==> src/rtl/mux_arb.sv <==
// mux_arb: registered M:1 arbitrating mux with valid/ready on every channel.
// Define MUX_ARB_RR_EN for round-robin grant; otherwise fixed priority (lowest index wins).
module mux_arb #(
  parameter int N = 8,
  parameter int M = 4,
  localparam int IW = $clog2(M)
) (
  input  logic            clk,
  input  logic            reset,
  input  logic [M*N-1:0]  d,
  input  logic [M-1:0]    valid_i,
  output logic [M-1:0]    ready_o,
  output logic [N-1:0]    y,
  output logic [IW-1:0]   sel_o,
  output logic            valid_o,
  input  logic            ready_i
);
  logic          load;
  logic          gv;
  logic [IW-1:0] g;
  logic [IW-1:0] idx;
  logic [N-1:0]  gd;
  logic [N-1:0]  ch [M];
  assign load = ~valid_o | ready_i;
  genvar i;
  for (i = 0; i < M; i++) begin : g_ch
    assign ch[i]      = d[i*N +: N];
    assign ready_o[i] = load & gv & (g == IW'(i));
  end
`ifdef MUX_ARB_RR_EN
  logic [IW-1:0] ptr;
  // Scan downward so the nearest index after ptr is the last (winning) assignment.
  always_comb begin
    g   = '0;
    gv  = 1'b0;
    gd  = '0;
    idx = '0;
    for (int k = M; k >= 1; k--) begin
      idx = IW'((int'(ptr) + k) % M);
      if (valid_i[idx]) begin
        g  = idx;
        gv = 1'b1;
        gd = ch[idx];
      end
    end
  end
  always_ff @(posedge clk or posedge reset)
    if (reset) ptr <= IW'(M - 1);
    else if (load & gv) ptr <= g;
`else
  always_comb begin
    g   = '0;
    gv  = 1'b0;
    gd  = '0;
    idx = '0;
    for (int k = M - 1; k >= 0; k--) begin
      idx = IW'(k);
      if (valid_i[idx]) begin
        g  = idx;
        gv = 1'b1;
        gd = ch[idx];
      end
    end
  end
`endif
  always_ff @(posedge clk or posedge reset)
    if (reset) begin
      valid_o <= 1'b0;
      y       <= '0;
      sel_o   <= '0;
    end else if (load) begin
      valid_o <= gv;
      if (gv) begin
        y     <= gd;
        sel_o <= g;
      end
    end
endmodule
==> config.mk <==
export PLATFORM = sky130hd
export DESIGN_NAME = mux_arb
export DESIGN_NICKNAME = d
export VERILOG_FILES = /design/src/rtl/mux_arb.sv
export SDC_FILE = /design/constraint.sdc
export NUM_CORES = 1
export LEC_CHECK = 0
export BUFFER_PORTS_ARGS = -buffer_cell sky130_fd_sc_hd__buf_4
export CORE_MARGIN = 2
export CORE_UTILIZATION = 38
export CTS_CLUSTER_DIAMETER = 50
export DETAILED_ROUTE_END_ITERATION = 6
export PLACE_DENSITY = 0.77
export SETUP_SLACK_MARGIN = 0.5
export SLEW_MARGIN = 20
export SYNTH_ARGS = -nofsm -noshare
export SYNTH_HDL_FRONTEND = slang
export SYNTH_SLANG_ARGS = --single-unit
==> constraint.sdc <==
create_clock -name clk -period 1.35 [get_ports clk]
set_input_delay 0.2025 -clock clk [delete_from_list [all_inputs] [get_ports clk]]
set_output_delay 0.2025 -clock clk [all_outputs]
set_load 0.01 [all_outputs]
==> metrics.txt, run 1 <==
# TYPE chip_impl_metric gauge
chip_impl_info{name="run_status",value="finished, violations left"} 1
chip_impl_info{name="violations",value="setup timing"} 1
chip_impl_info{name="grt_setup_unrepaired",value="yes"} 1
chip_impl_info{name="worst_hold_path_type",value="in2reg"} 1
chip_impl_metric{name="synth_seq_cells",unit=""} 11
chip_impl_metric{name="final-setup-viol-count",unit=""} 5
chip_impl_metric{name="route.detailed.vias_per_inst",unit=""} 5.64
chip_impl_metric{name="drt-initial-drc-count",unit=""} 51
chip_impl_metric{name="globalplace.congestion",unit=""} 0.797
chip_impl_metric{name="synth_seq_area_share",unit="%"} 39.0
chip_impl_metric{name="register_area",unit="sq um"} 275
chip_impl_metric{name="insertedDiodeCount",unit=""} 0
chip_impl_metric{name="numCtsBuffers",unit=""} 3
chip_impl_metric{name="setup_ws",unit="ns"} -0.0704
chip_impl_metric{name="placement.cell_area",unit="sq um"} 1150
chip_impl_metric{name="cts_sinks",unit=""} 11
chip_impl_metric{name="port_buffers",unit=""} 53
chip_impl_info{name="routed.top_layer",value="met4"} 1
chip_impl_metric{name="dr.pass1.iters",unit=""} 4
chip_impl_info{name="clk_root_buffer_cell",value="clkbuf_4"} 1
chip_impl_info{name="post_synth_top_area_cell",value="dfrtp_1"} 1
chip_impl_metric{name="yosysWarnings",unit=""} 0
chip_impl_metric{name="report.final.hold_viol_count",unit=""} 0
chip_impl_metric{name="finish.net_count",unit=""} 181
chip_impl_metric{name="vias_in_the_first_global_route",unit=""} 828
chip_impl_info{name="yosys_most_used_dff",value="dfrtp_1"} 1
chip_impl_metric{name="p_per_area",unit="nW/um^2"} 787
chip_impl_metric{name="drcViolationCount",unit=""} 0
chip_impl_metric{name="chipHeight",unit="microns"} 47.1
chip_impl_metric{name="power.ir.vdd_worst",unit="mV"} 0.662
chip_impl_metric{name="ios",unit=""} 54
chip_impl_metric{name="final_core_util",unit="%"} 81.5
chip_impl_metric{name="maxCapViolCount",unit=""} 0
chip_impl_metric{name="ys_types",unit=""} 20
chip_impl_metric{name="detailed_place_hpwl",unit="mm"} 1.79
chip_impl_info{name="critical_path_class",value="reg2out"} 1
chip_impl_metric{name="max-clock-path-buffers",unit=""} 2
chip_impl_metric{name="routed-wl-met2",unit="mm"} 1.51
chip_impl_metric{name="synth_cells",unit=""} 72
chip_impl_metric{name="pin_count_of_the_biggest_net_entering_global_routing",unit=""} 14
chip_impl_metric{name="mappedNetlistNets",unit=""} 111
chip_impl_metric{name="postSynthAreaPerCell",unit="sq um"} 9.80
chip_impl_metric{name="final_layout_size_suffix_gt1_share",unit="%"} 66.0
chip_impl_metric{name="route.vias.total",unit=""} 936
chip_impl_metric{name="detailedPlace.worstSlack",unit="ns"} 0.0503
chip_impl_info{name="critPathCaptureType",value="primary output"} 1
chip_impl_metric{name="critPathRequiredTime",unit="ns"} 1.15
chip_impl_info{name="post-synth-top-count-cell",value="dfrtp_1"} 1
chip_impl_metric{name="num_rows",unit=""} 15
chip_impl_metric{name="wl_per_cell",unit="microns"} 18.5
chip_impl_metric{name="leakage_power",unit="uW"} 0.000647
chip_impl_metric{name="fillCellCount",unit=""} 113
chip_impl_metric{name="fin_crit_sh",unit="%"} 105
chip_impl_metric{name="worst-slew-pin-transition",unit="ns"} 0.521
chip_impl_metric{name="final_wl",unit="mm"} 3.07
chip_impl_metric{name="final_standard_cell_area_without_fillers",unit="sq um"} 1420
chip_impl_metric{name="multi_input_area",unit="sq um"} 459
chip_impl_metric{name="timing.setup.tns",unit="ns"} -0.256
chip_impl_metric{name="cts.reportedPaths.clkPinSlew",unit="ns"} 0.08
chip_impl_metric{name="worstPathArrival",unit="ns"} 1.22
chip_impl_metric{name="synth_async_sr_flop_share",unit="%"} 100
chip_impl_metric{name="synth_enable_flop_cells",unit=""} 0
chip_impl_metric{name="antenna_violating_nets_post_route",unit=""} 0
chip_impl_info{name="synth_top_cells_by_area",value="dfrtp_1 39%, o31ai_2 14%, a221oi_1 9.9%, o22ai_1 7.1%, o21ai_0 5.7%"} 1
chip_impl_metric{name="final.setup_skew",unit="ns"} 0.00599
chip_impl_metric{name="wire_length_of_the_first_global_routing_pass",unit="mm"} 3.84
chip_impl_metric{name="start_util",unit="%"} 40.4
chip_impl_metric{name="grt_antenna_before_repair",unit=""} 0
chip_impl_metric{name="maxSlewViolCount",unit=""} 0
chip_impl_metric{name="die_w",unit="microns"} 47.1
chip_impl_metric{name="critPathMaxFanout",unit=""} 4
chip_impl_metric{name="fmaxAchievable",unit="GHz"} 0.704
chip_impl_metric{name="clock_latency",unit="ns"} 0.29
chip_impl_metric{name="final.min_clock_period",unit="ns"} 1.42
chip_impl_metric{name="die_area",unit="sq um"} 2220
chip_impl_metric{name="placeableCoreArea",unit="sq um"} 1750
chip_impl_metric{name="global_route.usage.total",unit="%"} 26.0
chip_impl_info{name="tritoncts",value="yes"} 1
chip_impl_metric{name="wl_met1",unit="mm"} 1.27
chip_impl_metric{name="met3RoutedLength",unit="microns"} 215
chip_impl_metric{name="gr-total-overflow",unit=""} 0
chip_impl_metric{name="area.growth.synth_to_final",unit="%"} 102
chip_impl_metric{name="worst_rel_slew_slack",unit="%"} 65.3
chip_impl_info{name="start_kind",value="flip-flop"} 1
chip_impl_metric{name="htree_num_levels",unit=""} 1
chip_impl_metric{name="synth.cell_area",unit="sq um"} 706
chip_impl_metric{name="share_of_the_synthesized_area_in_the_top_cell_type",unit="%"} 39.0
==> report_power, final <==
part           switching (uW)  internal (uW)  total, uW
logic                     199            276        475
registers                32.0            370        402
clock network             127            115        242
total                     359            761       1120
==> stage by stage <==
step,total power (uW),std cells,hold slack (ns)
finish,1120,166,0.186
detailed placement,747,148,0.227
CTS,1060,163,0.178
global placement,739,148,0.222
global route,1170,166,0.211
floorplan,556,72,0.0549
==> repair_timing <==
action	4_1_cts	5_1_grt
hold endpoints to repair	11	0
endpoints found under the setup margin	26	37
setup buffers	10	3
resized for setup	21	12
hold buffers	1	0
pin swaps	10	3
==> kinds of logic (layout without fill, tap and decap cells) <==
| group | count (synthesis) | after routing | share of synthesized area [%] |
|---|---|---|---|
| and+or+nand+nor | 17 | 17 | 14.5 |
| DFF | 11 | 11 | 39.0 |
| AOI/OAI and AO/OA | 35 | 35 | 40.1 |
| buffers and inverters | 9 | 78 | 6.38 |
==> per-layer routing <==
| layer | vias to the layer above | track usage, % |
|---|---|---|
| met5 | - | 0 |
| met4 | 0 | 12.8 |
| met3 | 8 | 4.23 |
| met2 | 56 | 41.1 |
| met1 | 454 | 34.7 |
| li1 | 418 | - |
==> layout make-up <==
class	count	area share (%)
Timing Repair Buffer	71	43.3
Clock buffer	4	1.85
Tap cell	25	2.20
Sequential cell	11	19.3
Inverter	3	1.06
Multi-Input combinational cell	52	32.3
==> state kept, by name, indices dropped and copies added (netlist names) <==
name and flops:
sel_o 2, y 8, valid_o 1
==> worst max-delay path, stage by stage, from the launching register on <==
cell and delay [ns]:
dfrtp_1 0.39, and2b_4 0.20, nor2_4 0.10, and2_4 0.15, buf_6 0.09
==> cells in the final DEF (no fill, tap or decap), types with 2 or more instances in the layout <==
cell type   n
a221oi_1    8
and2_4      2
buf_4      51
buf_6      18
clkbuf_4    3
dfrtp_1    11
inv_1       2
nor2_1      3
nor2_2      2
nor2_4      3
o21ai_0     4
o21ai_1     3
o22a_1      2
o22ai_1     8
o31ai_2     4
o31ai_4     4
==> worst paths after layout <==
kind | start | to | slack [ns] | depth (start not counted)
min in group asynchronous | reset | valid_o | 0.40 | 3
hold reg to reg | y[4] | y[4] | 0.56 | 2
setup reg to reg | valid_o | y[2] | -0.03 | 4
hold / removal | valid_i[3] | valid_o | 0.19 | 3
max in group asynchronous | reset | y[4] | 0.76 | 3
setup / recovery | valid_o | ready_o[2] | -0.07 | 4
Note: power is estimated with default switching activity, not from simulation.
==> run 2: changes to the inputs <==
CORE_UTILIZATION = 41   (was 38)
PLACE_DENSITY = 0.82   (was 0.77)
clock period = 1.66 ns   (was 1.35 ns; I/O delays follow)
==> run 2 against run 1 <==
The run now ends clean. Routed wire length fell by 19%. Worst setup slack better by 0.29 ns. Die area is 6.7% lower. Worst hold slack improved by 0.069 ns. Power is 27% lower. Critical path depth unchanged. First-iteration DRC count down 86%. Critical endpoint is now ready_o[3]. Largest cell class unchanged.
==> metrics.txt, run 2 (synthesis results as in run 1) <==
# TYPE chip_impl_metric gauge
chip_impl_metric{name="worstPathArrival",unit="ns"} 1.19
chip_impl_metric{name="ios",unit=""} 54
chip_impl_metric{name="antenna_violating_nets_post_route",unit=""} 0
chip_impl_info{name="most-common-layout-cells",value="59 x buf_4, 11 x dfrtp_1, 8 x o22ai_1, 8 x a221oi_1, 8 x o21ai_0"} 1
chip_impl_metric{name="vias_in_the_first_global_route",unit=""} 902
chip_impl_metric{name="numCtsBuffers",unit=""} 3
chip_impl_info{name="reg2reg_to",value="y[3]"} 1
chip_impl_metric{name="power.ir.vdd_worst",unit="mV"} 0.393
chip_impl_metric{name="report.final.hold_viol_count",unit=""} 0
chip_impl_metric{name="final-setup-viol-count",unit=""} 0
chip_impl_metric{name="hold_ws",unit="ns"} 0.254
chip_impl_metric{name="detailed_place_hpwl",unit="mm"} 1.75
chip_impl_metric{name="pin_count_of_the_biggest_net_entering_global_routing",unit=""} 14
chip_impl_metric{name="placeableCoreArea",unit="sq um"} 1560
chip_impl_metric{name="globalplace.congestion",unit=""} 0.842
chip_impl_metric{name="critPathRequiredTime",unit="ns"} 1.41
chip_impl_info{name="registers.top_by_ff_count",value="y"} 1
chip_impl_metric{name="insertedDiodeCount",unit=""} 0
chip_impl_metric{name="wire_length_of_the_first_global_routing_pass",unit="mm"} 3.76
chip_impl_metric{name="final_standard_cell_area_without_fillers",unit="sq um"} 1250
chip_impl_metric{name="die_area",unit="sq um"} 2070
chip_impl_info{name="grt-busiest-layer",value="met2"} 1
chip_impl_info{name="worst_hold_path_type",value="in2reg"} 1
chip_impl_metric{name="dr.pass1.iters",unit=""} 4
chip_impl_metric{name="route.vias.total",unit=""} 883
chip_impl_metric{name="largest_reg_flops",unit=""} 8
chip_impl_metric{name="drt-initial-drc-count",unit=""} 7
chip_impl_metric{name="timing.setup.tns",unit="ns"} 0
chip_impl_metric{name="grtUsageMet1",unit="%"} 28.0
chip_impl_metric{name="final_layout_size_suffix_gt1_share",unit="%"} 61.9
chip_impl_info{name="biggestRegsByFlops",value="y: 8 flops, sel_o: 2 flops, valid_o: 1 flops"} 1
chip_impl_info{name="critPathCaptureType",value="primary output"} 1
chip_impl_metric{name="gr-total-overflow",unit=""} 0
chip_impl_metric{name="grt_antenna_before_repair",unit=""} 0
chip_impl_metric{name="grtUsageMet2",unit="%"} 45.9
chip_impl_metric{name="worst_rel_slew_slack",unit="%"} 71.0
chip_impl_metric{name="fmaxAchievable",unit="GHz"} 0.695
chip_impl_metric{name="htree_num_levels",unit=""} 1
chip_impl_info{name="critPathCapture",value="ready_o[3]"} 1
chip_impl_metric{name="groute.layer.met3.usage",unit="%"} 5.16
chip_impl_metric{name="fin_crit_sh",unit="%"} 86.7
chip_impl_metric{name="leakage_power",unit="uW"} 0.000591
chip_impl_metric{name="cts_sinks",unit=""} 11
chip_impl_metric{name="finalPower",unit="uW"} 816
chip_impl_metric{name="reg2reg_setup_slack",unit="ns"} 0.26
chip_impl_metric{name="final_wl",unit="mm"} 2.48
chip_impl_metric{name="final.min_clock_period",unit="ns"} 1.44
chip_impl_metric{name="worst-slew-pin-transition",unit="ns"} 0.435
chip_impl_info{name="critical_path_class",value="reg2out"} 1
chip_impl_metric{name="clock_latency",unit="ns"} 0.27
chip_impl_metric{name="r2r.worst_path.cells",unit=""} 5
chip_impl_info{name="run_status",value="complete, no violations"} 1
chip_impl_info{name="start_kind",value="flip-flop"} 1
chip_impl_metric{name="critPathMaxFanout",unit=""} 3
chip_impl_metric{name="port_buffers",unit=""} 53
chip_impl_info{name="mostFrequentLayoutCell",value="buf_4"} 1
chip_impl_info{name="clk_root_buffer_cell",value="clkbuf_4"} 1
chip_impl_metric{name="route.detailed.vias_per_inst",unit=""} 5.89
chip_impl_metric{name="cts.reportedPaths.clkPinSlew",unit="ns"} 0.07
chip_impl_info{name="tritoncts",value="yes"} 1
chip_impl_metric{name="max-clock-path-buffers",unit=""} 2
chip_impl_metric{name="num_rows",unit=""} 14
chip_impl_metric{name="placement.cell_area",unit="sq um"} 1120
chip_impl_info{name="crit_start",value="valid_o"} 1
chip_impl_metric{name="chipHeight",unit="microns"} 45.5
chip_impl_metric{name="die_w",unit="microns"} 45.5
chip_impl_metric{name="global_route.usage.total",unit="%"} 25.2
chip_impl_metric{name="finish.net_count",unit=""} 174
chip_impl_metric{name="final.setup_skew",unit="ns"} 0.00285
chip_impl_metric{name="p_per_area",unit="nW/um^2"} 654
chip_impl_metric{name="area.growth.synth_to_final",unit="%"} 76.8
chip_impl_metric{name="drcViolationCount",unit=""} 0
chip_impl_metric{name="maxCapViolCount",unit=""} 0
chip_impl_metric{name="start_util",unit="%"} 45.3
chip_impl_metric{name="wl_per_cell",unit="microns"} 16.5
chip_impl_metric{name="maxSlewViolCount",unit=""} 0
chip_impl_info{name="grt_setup_unrepaired",value="yes"} 1
chip_impl_info{name="regToRegStartpoint",value="valid_o"} 1
run 2: changes by cell type in the layout (fill, tap and decap cells not counted), sizes merged:
cell      change
clkinvlp      -1
inv           +1
buf           -7
run 2: final cells by class:
cell class / instances / area (sq um)
clock buffer: 4 / 26.3
fill: 98 / 312
inverter: 3 / 11.3
multi-input combinational: 52 / 417
sequential: 11 / 275
tap: 16 / 20.0
timing repair buffer: 64 / 498
run 2: stage by stage:
step                      setup slack [ns]  std cells  utilization (%)
final                                0.220        150             80.0
after global routing                 0.169        150             80.0
after CTS                            0.238        150             79.1
after detailed placement             0.295        138             71.8
after global placement               0.334        138             71.8
after floorplan                      0.446         72                -
run 2: timing repair:
action,4_1_cts,5_1_grt
endpoints found under the setup margin,12,15
resized for setup,7,3
endpoints found under the hold margin,11,0
pin swaps,8,3
hold buffers,1,0
buffers inserted,7,0
run 2: worst min path at each step:
| stage | from | end | slack [ns] | depth (start not counted) |
|---|---|---|---|---|
| final | valid_i[3] | valid_o | 0.25 | 3 |
| after CTS | valid_i[3] | valid_o | 0.23 | 3 |
| after floorplan | reset | sel_o[0] | 0.10 | 1 |
| after global routing | valid_i[3] | valid_o | 0.28 | 3 |
| after global placement | reset | valid_o | 0.28 | 2 |
| after detailed placement | reset | valid_o | 0.28 | 2 |
run 2: worst max-delay path: stages, from the launching register on:
cell	delay, ns
dfrtp_1	0.38
and2b_4	0.19
nor2_4	0.10
and2_4	0.14
buf_4	0.11
run 2: layer usage:
layer / vias up / share of wire, %
met5: - / 0
met3: 6 / 8.3
met1: 418 / 38
li1: 405 / -
met4: 0 / 1.6
met2: 54 / 52
run 2: report_power, final:
group | internal, uW | leakage (uW) | switching [uW] | total, uW
clock network | 93.1 | 0.0000150 | 95.7 | 189
registers | 301 | 0.000129 | 17.9 | 318
logic | 173 | 0.000447 | 136 | 309
total | 566 | 0.000591 | 249 | 816
